==> src/rtl/core_mem_pkg.sv <==
// Shared definitions for the core memory sequencer: state encoding, port count
// and a small helper that turns a port index into a one-hot port mask.
package core_mem_pkg;

   localparam int unsigned NPORT = 4;
   localparam int unsigned PW    = 2;

   typedef enum logic [2:0] {
      ST_IDLE = 3'd0,
      ST_RD   = 3'd1,
      ST_RS   = 3'd2,
      ST_WAIT = 3'd3,
      ST_WR   = 3'd4,
      ST_DONE = 3'd5
   } mem_state_t;

   function automatic logic [NPORT-1:0] port_mask(input logic [PW-1:0] idx);
      port_mask = NPORT'(1) << idx;
   endfunction

endpackage

==> src/rtl/core_mem_arb.sv <==
// Four-way grant picker: fixed priority (port 0 highest) or round-robin starting
// after the last granted port. Grant is combinational; the last-grant pointer is registered.
module core_mem_arb
   import core_mem_pkg::*;
#(
   parameter int unsigned RR = 0
) (
   input  logic             clk,
   input  logic             reset,
   input  logic [NPORT-1:0] i_req,
   input  logic             i_take,
   output logic             o_gnt_vld_c,
   output logic [PW-1:0]    o_gnt_idx_c
);

   logic [PW-1:0] r_last;
   logic [PW-1:0] w_idx;
   logic [PW-1:0] w_cand;
   logic          w_found;

   // Pointer resets to the top port so the first round-robin winner is port 0.
   always_ff @(posedge clk or posedge reset) begin
      if (reset) begin
         r_last <= PW'(NPORT - 1);
      end else if (i_take) begin
         r_last <= w_idx;
      end
   end

   always_comb begin
      w_idx   = '0;
      w_cand  = '0;
      w_found = 1'b0;
      if (RR != 0) begin
         for (int k = 1; k <= int'(NPORT); k++) begin
            w_cand = r_last + PW'(k);
            if (!w_found && i_req[w_cand]) begin
               w_idx   = w_cand;
               w_found = 1'b1;
            end
         end
      end else begin
         for (int k = int'(NPORT) - 1; k >= 0; k--) begin
            if (i_req[k]) begin
               w_idx = PW'(k);
            end
         end
      end
   end

   assign o_gnt_vld_c = |i_req;
   assign o_gnt_idx_c = w_idx;

endmodule

==> src/rtl/core_mem_sequencer.sv <==
// Sequences one core memory module shared by four membus ports: arbitrates cycle
// requests and runs the destructive-read / restore or read-pause-write core cycle.
module core_mem_sequencer
   import core_mem_pkg::*;
#(
   parameter int unsigned AW      = 18,
   parameter int unsigned DW      = 36,
   parameter int unsigned RD_CLKS = 4,
   parameter int unsigned WR_CLKS = 4,
   parameter int unsigned RR      = 0
) (
   input  logic                clk,
   input  logic                reset,
   input  logic [NPORT-1:0]    memsel,
   input  logic [NPORT-1:0]    rq_cyc,
   input  logic [NPORT-1:0]    rd_rq,
   input  logic [NPORT-1:0]    wr_rq,
   input  logic [NPORT*AW-1:0] ma,
   input  logic [NPORT-1:0]    wr_rs,
   input  logic [NPORT*DW-1:0] mb_in,
   output logic [NPORT-1:0]    addr_ack,
   output logic [NPORT-1:0]    rd_rs,
   output logic [DW-1:0]       mb_out,
   output logic                busy,
   output logic [AW-1:0]       core_addr,
   output logic                core_rd,
   output logic                core_wr,
   output logic [DW-1:0]       core_wdata,
   input  logic [DW-1:0]       core_rdata
);

   localparam int unsigned CMAX = (RD_CLKS > WR_CLKS) ? RD_CLKS : WR_CLKS;
   localparam int unsigned CW   = (CMAX > 1) ? $clog2(CMAX) : 1;

   mem_state_t       r_state;
   logic [CW-1:0]    r_cnt;
   logic [PW-1:0]    r_gnt;
   logic [AW-1:0]    r_addr;
   logic             r_rd;
   logic             r_wr;
   logic [DW-1:0]    r_mb;
   logic [DW-1:0]    r_mb_out;
   logic [NPORT-1:0] r_addr_ack;
   logic [NPORT-1:0] r_rd_rs;
   logic             r_busy;
   logic             r_core_rd;
   logic             r_core_wr;

   logic [NPORT-1:0] w_elig;
   logic             w_gnt_vld;
   logic [PW-1:0]    w_gnt_idx;
   logic             w_take;
   logic [AW-1:0]    w_ma    [NPORT];
   logic [DW-1:0]    w_mb_in [NPORT];

   for (genvar n = 0; n < int'(NPORT); n++) begin : g_unpack
      assign w_ma[n]    = ma[n*AW +: AW];
      assign w_mb_in[n] = mb_in[n*DW +: DW];
   end

   assign w_elig = memsel & rq_cyc & (rd_rq | wr_rq);
   assign w_take = (r_state == ST_IDLE) && w_gnt_vld;

   core_mem_arb #(
      .RR (RR)
   ) u_arb (
      .clk         (clk),
      .reset       (reset),
      .i_req       (w_elig),
      .i_take      (w_take),
      .o_gnt_vld_c (w_gnt_vld),
      .o_gnt_idx_c (w_gnt_idx)
   );

   // Core cycle FSM; only the granted port's strobes are looked at once a cycle starts.
   always_ff @(posedge clk or posedge reset) begin
      if (reset) begin
         r_state    <= ST_IDLE;
         r_cnt      <= '0;
         r_gnt      <= '0;
         r_addr     <= '0;
         r_rd       <= 1'b0;
         r_wr       <= 1'b0;
         r_mb       <= '0;
         r_mb_out   <= '0;
         r_addr_ack <= '0;
         r_rd_rs    <= '0;
         r_busy     <= 1'b0;
         r_core_rd  <= 1'b0;
         r_core_wr  <= 1'b0;
      end else begin
         r_addr_ack <= '0;
         r_rd_rs    <= '0;
         case (r_state)
            ST_IDLE: begin
               if (w_gnt_vld) begin
                  r_gnt     <= w_gnt_idx;
                  r_addr    <= w_ma[w_gnt_idx];
                  r_rd      <= rd_rq[w_gnt_idx];
                  r_wr      <= wr_rq[w_gnt_idx];
                  r_busy    <= 1'b1;
                  r_core_rd <= 1'b1;
                  r_cnt     <= '0;
                  r_state   <= ST_RD;
               end
            end
            ST_RD: begin
               if (r_cnt == CW'(RD_CLKS - 1)) begin
                  r_mb       <= core_rdata;
                  r_core_rd  <= 1'b0;
                  r_addr_ack <= port_mask(r_gnt);
                  r_state    <= ST_RS;
               end else begin
                  r_cnt <= r_cnt + CW'(1);
               end
            end
            ST_RS: begin
               if (r_rd) begin
                  r_rd_rs  <= port_mask(r_gnt);
                  r_mb_out <= r_mb;
               end
               if (r_wr) begin
                  r_state <= ST_WAIT;
               end else begin
                  r_core_wr <= 1'b1;
                  r_cnt     <= '0;
                  r_state   <= ST_WR;
               end
            end
            ST_WAIT: begin
               // A requester that gives up without data gets its old word restored.
               if (wr_rs[r_gnt]) begin
                  r_mb      <= w_mb_in[r_gnt];
                  r_core_wr <= 1'b1;
                  r_cnt     <= '0;
                  r_state   <= ST_WR;
               end else if (!rq_cyc[r_gnt]) begin
                  r_core_wr <= 1'b1;
                  r_cnt     <= '0;
                  r_state   <= ST_WR;
               end
            end
            ST_WR: begin
               if (r_cnt == CW'(WR_CLKS - 1)) begin
                  r_core_wr <= 1'b0;
                  r_busy    <= 1'b0;
                  r_state   <= ST_DONE;
               end else begin
                  r_cnt <= r_cnt + CW'(1);
               end
            end
            ST_DONE: begin
               r_state <= ST_IDLE;
            end
            default: begin
               r_state <= ST_IDLE;
            end
         endcase
      end
   end

   assign addr_ack   = r_addr_ack;
   assign rd_rs      = r_rd_rs;
   assign mb_out     = r_mb_out;
   assign busy       = r_busy;
   assign core_addr  = r_addr;
   assign core_rd    = r_core_rd;
   assign core_wr    = r_core_wr;
   assign core_wdata = r_mb;

endmodule

==> config.mk <==
export PLATFORM = sky130hd
export DESIGN_NAME = core_mem_sequencer
export DESIGN_NICKNAME = d
export VERILOG_FILES = /design/src/rtl/core_mem_pkg.sv /design/src/rtl/core_mem_arb.sv /design/src/rtl/core_mem_sequencer.sv
export SDC_FILE = /design/constraint.sdc
export NUM_CORES = 1
export LEC_CHECK = 0
export ABC_AREA = 0
export BUFFER_PORTS_ARGS = -buffer_cell sky130_fd_sc_hd__buf_2
export CAP_MARGIN = 30
export CORE_AREA = 2 2 145 147
export CTS_CLUSTER_SIZE = 28
export DETAILED_ROUTE_END_ITERATION = 7
export DIE_AREA = 0 0 147 149
export SETUP_SLACK_MARGIN = 0.5
export SYNTH_ARGS = -nofsm -noshare
export SYNTH_HDL_FRONTEND = slang
export SYNTH_SLANG_ARGS = --single-unit
==> constraint.sdc <==
create_clock -name clk -period 8.9 [get_ports clk]
set_input_delay 1.78 -clock clk [delete_from_list [all_inputs] [get_ports clk]]
set_output_delay 1.78 -clock clk [all_outputs]
set_load 0.01 [all_outputs]
# --- Yosys cells after proc, flatten, opt, wreduce, memory -nomap -nowiden ---
# Index checks and enable logic that the tools add are counted.
op_classes:
  muxes: 46
  reduce_logical: 16
  bitwise_logic: 5
  eq_ne: 12
  n_addsub: 1
  magnitude_cmp: 4
  shift: 1
  n_div: 0
  n_mul: 0
ops:
  columns: ["cell", "n"]
  rows:
  - ["36-bit 2-to-1 mux", 4]
  - ["36-bit binary-select mux with 2-bit select", 1]
  - ["36-bit one-hot mux with 2 select lines", 1]
  - ["18-bit binary-select mux with 2-bit select", 1]
  - ["18-bit 2-to-1 mux", 2]
  - ["2-bit 2-to-1 mux", 9]
  - ["3-bit 2-to-1 mux", 6]
  - ["4-bit 2-to-1 mux", 4]
  - ["3-bit one-hot mux with 5 select lines", 1]
  - ["2-bit != test, second input constant", 5]
  - ["1-bit 2-to-1 mux", 9]
  - ["3-bit AND reduction", 3]
  - ["4-bit AND", 2]
  - ["1-bit binary-select mux with 2-bit select", 4]
  - ["2-bit one-hot mux with 4 select lines", 1]
  - ["4-bit AND reduction", 2]
  - ["3-bit by 2-bit == test with 1-bit output, second input constant", 2]
  - ["3-bit >= comparator, second input constant", 2]
  - ["2-bit by 3-bit < comparator with 1-bit output, second input constant", 2]
  - ["2-bit inverter with 3-bit output", 2]
  - ["2-bit nonzero test", 3]
  - ["5-bit AND reduction", 1]
  - ["4-bit OR", 1]
  - ["1-bit one-hot mux with 2 select lines", 2]
  - ["14 further kinds", 15]
totals:
  n_memories: 0
  register_bits: 110
  output_inout_bits: 101
  input_bits: 274
  rom_bits: 0
  wordCells: 98
  ramBits: 0
  latch_bits: 0

# --- Longest topological paths before layout ---
logic_depth:
  ltp_word: 10
  depth_mapped: 7
  depth_no_buf: 6

# --- Modules after synthesis ---
# Synthesis repeated with hierarchy kept, for this count alone.
unflattened:
  hier_cells: 480
  area_unflattened_um2: 5799.3
by_module_without_submodules:
  columns: ["module", "area_per_inst_um2", "cells_per_inst", "n_inst", "seq_area_each_um2"]
  rows:
  - ["core_mem_sequencer", 5764.3, 473, 1, 2752.6]
  - ["core_mem_arb", 35.0, 7, 1, 0.0]

# --- Worst setup path after synthesis ---
# No wires, ideal clock.
synth_path:
  kind: "input -> register"
  start: "in rd_rq[3]"
  end: "reg r_addr[1], in the netlist core_addr[1]"
  setup_ns: 0.126
  n_path_buf: 1
  path_stages: 6
  t_arrival_ns: 2.833
  setup_slack_ns: 5.941
  t_required_ns: 8.774
  cell_sequence: "o211ai_1 > nor2_2 > buf_2 > a221oi_1 > a2bb2oi_1 > a21oi_1"
synth_via:
  elab_chain_len: 10
  word_cells_on_any_way: 12
  cone_classes: "mux (7); bitwise (3); reduce/logical (2)"
synth_lines:
  columns: ["item", "line", "rtl"]
  rows:
  - ["start, declared", "core_mem_sequencer.sv:16", "input logic [NPORT-1:0] rd_rq,"]
  - ["4-bit OR *", "core_mem_sequencer.sv:61", "assign w_elig = memsel & rq_cyc & (rd_rq | wr_rq);"]
  - ["4-bit AND *", "core_mem_sequencer.sv:61", null]
  - ["2-bit 2-to-1 mux (4 in a row)", "core_mem_arb.sv:44", "if (i_req[k]) begin"]
  - ["2-bit inverter with 3-bit output (implied by the code)", "core_mem_sequencer.sv:98", "r_addr <= w_ma[w_gnt_idx];"]
  - ["18-bit binary-select mux with 2-bit select", "core_mem_sequencer.sv:98", null]
  - ["18-bit 2-to-1 mux (implied by the code) (2 in a row)", "core_mem_sequencer.sv:98", null]
  - ["end signal, assigned", "core_mem_sequencer.sv:98", null]
  - ["end, declared", "core_mem_sequencer.sv:38", "logic [AW-1:0] r_addr;"]
# Mark *: on every way between the ends. The rest lies on a longest branch, timed or not. The select of a mux whose other input is x is not followed.
# A chain may end at the register's enable or synchronous reset.

# --- Worst setup path after layout ---
layout_path:
  start: "in rd_rq[2]"
  end: "reg r_addr[15], in the netlist core_addr[15]"
layout_via:
  elab_chain_len: 9
  word_cells_on_any_way: 11
  cone_classes: "mux (6); bitwise (3); reduce/logical (2)"
layout_lines:
  columns: ["item", "line"]
  rows:
  - ["4-bit OR *", "core_mem_sequencer.sv:61"]
  - ["4-bit AND *", "core_mem_sequencer.sv:61"]
  - ["2-bit 2-to-1 mux (3 in a row)", "core_mem_arb.sv:44"]
  - ["2-bit inverter with 3-bit output (implied by the code)", "core_mem_sequencer.sv:98"]
  - ["18-bit binary-select mux with 2-bit select", "core_mem_sequencer.sv:98"]
  - ["18-bit 2-to-1 mux (implied by the code) (2 in a row)", "core_mem_sequencer.sv:98"]
# Marked as above.

==> flow_results.org <==
** Critical path
- Arrival time of the worst setup path :: 3720 ps
- Worst setup SP type :: primary input
- Critical path type :: in2reg
- Worst Setup End Kind :: flop
- Critical Path, Cell by Cell :: buf_2 -> o211a_1 -> nor2_2 -> a221oi_1 -> a2bb2oi_1 -> a21oi_1
- First element of the critical path :: rd_rq[2]
- Counting both buffers and inverters, the worst setup path holds a total of 1.
- Of all nets on the critical path, the largest fanout is 22.
- Critical path's top delay family :: compound AO/OA/AOI/OAI gates
- Req. time, crit path :: 9170 ps
- The startpoint identified for the worst register-to-register timing path is r_gnt[0].
- In this design, the stage delay of the slowest critical-path cell is 750 ps.
- Slowest library cell on the worst path :: sky130_fd_sc_hd__nor2_2

** Synthesis
- In the synthesized netlist the async set-or-reset flop fraction comes to 100%.
- Post-Syn Area per Cell :: 10.2 um^2
- The share of the Yosys chip area taken by registers is 45.9%.
- Cell area after technology mapping :: 6000 um^2
- In the synthesized netlist the dominant register cell turns out to be sky130_fd_sc_hd__dfrtp_1.
- Counting every instance in the synthesized netlist gives between 500 and 600.
- Yosys printed 0 warnings.
- Number of enable flip-flop cells after synthesis :: 0
- Syn Nets :: 862
- The synthesized netlist contains 50 unique library cells.
- Number of storage elements in the synthesis netlist :: 110

** GRT
- Number of antenna violations at the first check in global routing :: 1
- The first global-routing pass estimated 31.6 mm of wire.
- Summed over all layers, the global routing overflow is 0.
- Maximum number of pins on one net before global-route repair :: 73
- In the global route stage, overall resource usage came out at a little under a fifth.
- Vias in the first global route :: 5,910

** Placement
- The wire-length estimate of the detail-placed layout is between 15 and 20 mm.
- Port Buffers :: about 370
- Final Wtd Congestion :: 0.790
- Worst setup timing slack at the placement stage :: just over 5000 ps

** Die
- 375 I/O pins were placed.
- The die is 147 um wide.
- The initialized floorplan defines 53 standard-cell rows.
- The initial utilization of the core area, before any placement, comes to 29.2%.
- Area of the die :: 21,900 um^2
- Core region area :: 20,600 um^2
- The floorplan step set the die height to between 100 and 150 um.

** STA
- Subtracting the final worst setup slack from the clock period gives 3440 ps.
- At the pin with the least slew margin, the transition time is 889 ps.
- Clock skew on the completed layout was measured at 8.63 ps.
- Unrepaired setup endpoints after global routing :: no
- Setup slack on the critical path of the routed design comes to 5460 ps.
- Setup-failing EPs final :: 0
- Worst hold slack across all endpoints :: roughly 470 ps
- Share of the clock period used by the worst path :: 38.7%
- Slew margin rel. :: about two fifths
- The max-slew violation count came to 0.
- Sum of negative setup slack :: 0 ps
- Derived from the worst setup path, the maximum achievable clock frequency is 290 MHz.
- Hold violation count in the final report :: 0

** Route
- Final Routed Wirelength :: 20.6 mm
- In the routed design, unresolved DRC markers number 0.
- Routed length per instance :: between 15 and 20 um
- Number of detailed-route iterations in the first pass :: 5
- Dividing the detail-routed via count by the number of cells gives 4.86.
- The detailed router placed 5,900 vias in this run.
- The count of nets left with antenna violations once routing finished came out at 0.
- Number of violations reported at the end of detailed-routing iteration 0 :: 310

** Run
- Maxcap violations :: 0

** Pwr
- Share of total power in sequential cells :: 35.9%
- Switching power share of the total :: between 40% and 50%
- The clock network accounts for roughly 16% of the total power.
- The worst-case IR drop observed on VDD is 0.158 mV.
- Combinational fraction of design power :: around 48%
- Cell-internal power :: 1.47 mW
- For this design the static power due to leakage is 4.20 nW.
- In this run the power density over the cells is between 200 and 300 nW/um^2.
- Sw Pwr :: 998 uW

** Cells and area
- Reg area :: around 2800 um^2
- Relative to the synthesized area, the layout overhead comes to 39.7%.
- Share of layout cells above drive strength 1 :: between 40% and 50%
- The layout has 2,138 filler cells.
- Cells fill 40.8% of the core in the end.
- Footprint of the multi-input gates :: 3020 um^2
- Net count, final :: 1,210
- Antenna diode count :: 0

** Clock network
- Resized Gates After CTS :: 0
- After clock tree synthesis, the clock-pin slew on the worst setup and hold paths is roughly 80 ps.
- Cts bufs inserted :: 9
- The H-tree was split into 3 levels.
- Clock root buffer :: sky130_fd_sc_hd__clkbuf_16
- Hold_buf cts :: 0
- Buffers added to address setup during post-CTS repair amount to 0.
- Clock insertion delay at the later pin of the skew report :: 350 ps
- Max Root-Sink Buffers :: 2
- The tree built by TritonCTS fans out to 110 sinks.
- CTS tree :: done

** Worst hold path
- In this run the most critical hold path is launched from mb_out[4].
- In this run the worst hold path is classified as reg2reg.

** Status
- The flow ran to the end, and the final reports show no timing, DRC or antenna violations.
[kinds of logic (layout without fill, tap and decap cells)]
group | after synthesis | count (layout) | synth area share, %
AO/OA/AOI/OAI | 147 | 147 | 16.0
XOR/XNOR | 1 | 1 | 0.146
adder cells (fa/ha/maj) | 1 | 1 | 0.209
buffers and inverters | 50 | 403 | 4.05
flip-flops | 110 | 110 | 45.9
multiplexers | 73 | 73 | 19.9
AND/OR/NAND/NOR | 205 | 205 | 13.8
[stage by stage]
stage / cells / instance area (um^2) / power (mW)
after floorplan: 587 / 6000 / 1.63
final: 1215 / 8380 / 2.47
after global routing: 1215 / 8380 / 2.66
after global placement: 1198 / 8070 / 2.06
after detailed placement: 1198 / 8070 / 2.08
after CTS: 1214 / 8360 / 2.50
[registers in the layout, summed over array words and instances, names as in the netlist, 2 cells and up]
signal and count:
core_addr 18, addr_ack 4, core_wdata 36, r_cnt 2, r_state 3, mb_out 36, rd_rs 4, r_gnt 2
[power by group through the flow]
stage	clock [mW]	sequential (mW)	combinational, mW
after CTS	0.419	0.887	1.19
after global placement	0	0.886	1.17
final	0.403	0.885	1.18
after detailed placement	0	0.894	1.19
after global routing	0.436	0.917	1.31
after floorplan	0	0.967	0.666
[worst paths after layout]
path,to,slack [ps],cells past startpoint
hold / removal,mb_out[4],470,2
min in group asynchronous,core_addr[1],1480,2
setup reg to reg,core_wdata[28],6140,5
setup / recovery,core_addr[15],5460,6
max in group asynchronous,r_gnt[0],6040,3
hold reg to reg,mb_out[4],470,2
[cell usage in the layout, fill, tap and decap left out, types with 8 or more instances in the layout]
| cell type | instances |
|---|---|
| sky130_fd_sc_hd__a21oi_1 | 27 |
| sky130_fd_sc_hd__a221oi_1 | 17 |
| sky130_fd_sc_hd__a2bb2oi_1 | 17 |
| sky130_fd_sc_hd__buf_2 | 374 |
| sky130_fd_sc_hd__buf_4 | 8 |
| sky130_fd_sc_hd__clkbuf_16 | 9 |
| sky130_fd_sc_hd__dfrtp_1 | 108 |
| sky130_fd_sc_hd__mux2i_1 | 36 |
| sky130_fd_sc_hd__mux4_2 | 37 |
| sky130_fd_sc_hd__nand2_1 | 152 |
| sky130_fd_sc_hd__nor2_1 | 31 |
| sky130_fd_sc_hd__o21ai_0 | 54 |
[worst min-delay path: cells and delay by family, from the launching register on]
kind,cells,cell delay (ps)
DFF,1,340
and+or+nand+nor,2,100
[cell usage after synthesis, types with 2 or more instances]
master / n / share of area, %
sky130_fd_sc_hd__a2bb2oi_1: 17 / 2.5
sky130_fd_sc_hd__dfrtp_1: 110 / 46
sky130_fd_sc_hd__o21ai_1: 5 / 0.42
sky130_fd_sc_hd__buf_2: 14 / 1.2
sky130_fd_sc_hd__nor3_1: 4 / 0.33
sky130_fd_sc_hd__buf_4: 7 / 0.88
sky130_fd_sc_hd__mux4_2: 37 / 14
sky130_fd_sc_hd__nand2_1: 152 / 9.5
sky130_fd_sc_hd__nor2b_1: 2 / 0.21
sky130_fd_sc_hd__clkbuf_2: 3 / 0.25
sky130_fd_sc_hd__nand4_1: 2 / 0.21
sky130_fd_sc_hd__clkbuf_1: 20 / 1.3
sky130_fd_sc_hd__o21ai_0: 54 / 4.5
sky130_fd_sc_hd__nor2_1: 31 / 1.9
sky130_fd_sc_hd__nand2b_1: 4 / 0.42
sky130_fd_sc_hd__a221oi_1: 17 / 2.5
sky130_fd_sc_hd__a21oi_1: 27 / 2.3
sky130_fd_sc_hd__inv_1: 4 / 0.25
sky130_fd_sc_hd__a31oi_1: 4 / 0.42
sky130_fd_sc_hd__nand3_1: 2 / 0.17
sky130_fd_sc_hd__o211a_1: 3 / 0.50
sky130_fd_sc_hd__mux2i_1: 36 / 6.0
sky130_fd_sc_hd__o211ai_1: 5 / 0.63
[routing by layer]
layer / routed length, um / vias up / track usage (%)
met4: 290 / 2 / 4.95
met2: 10600 / 250 / 33.8
met3: 1540 / 20 / 4.59
met5: 13 / - / 0
met1: 8220 / 2799 / 21.5
li1: - / 2829 / -
[layout make-up]
class / instances / area share (%)
repair buffers: 383 / 23.3
well taps: 275 / 4.11
clock buffers: 10 / 2.85
clock inverters: 6 / 0.612
multi-input cells: 427 / 36.0
inverters: 4 / 0.209
flip-flops and latches: 110 / 32.9
Power figures use the tool's default switching activity.
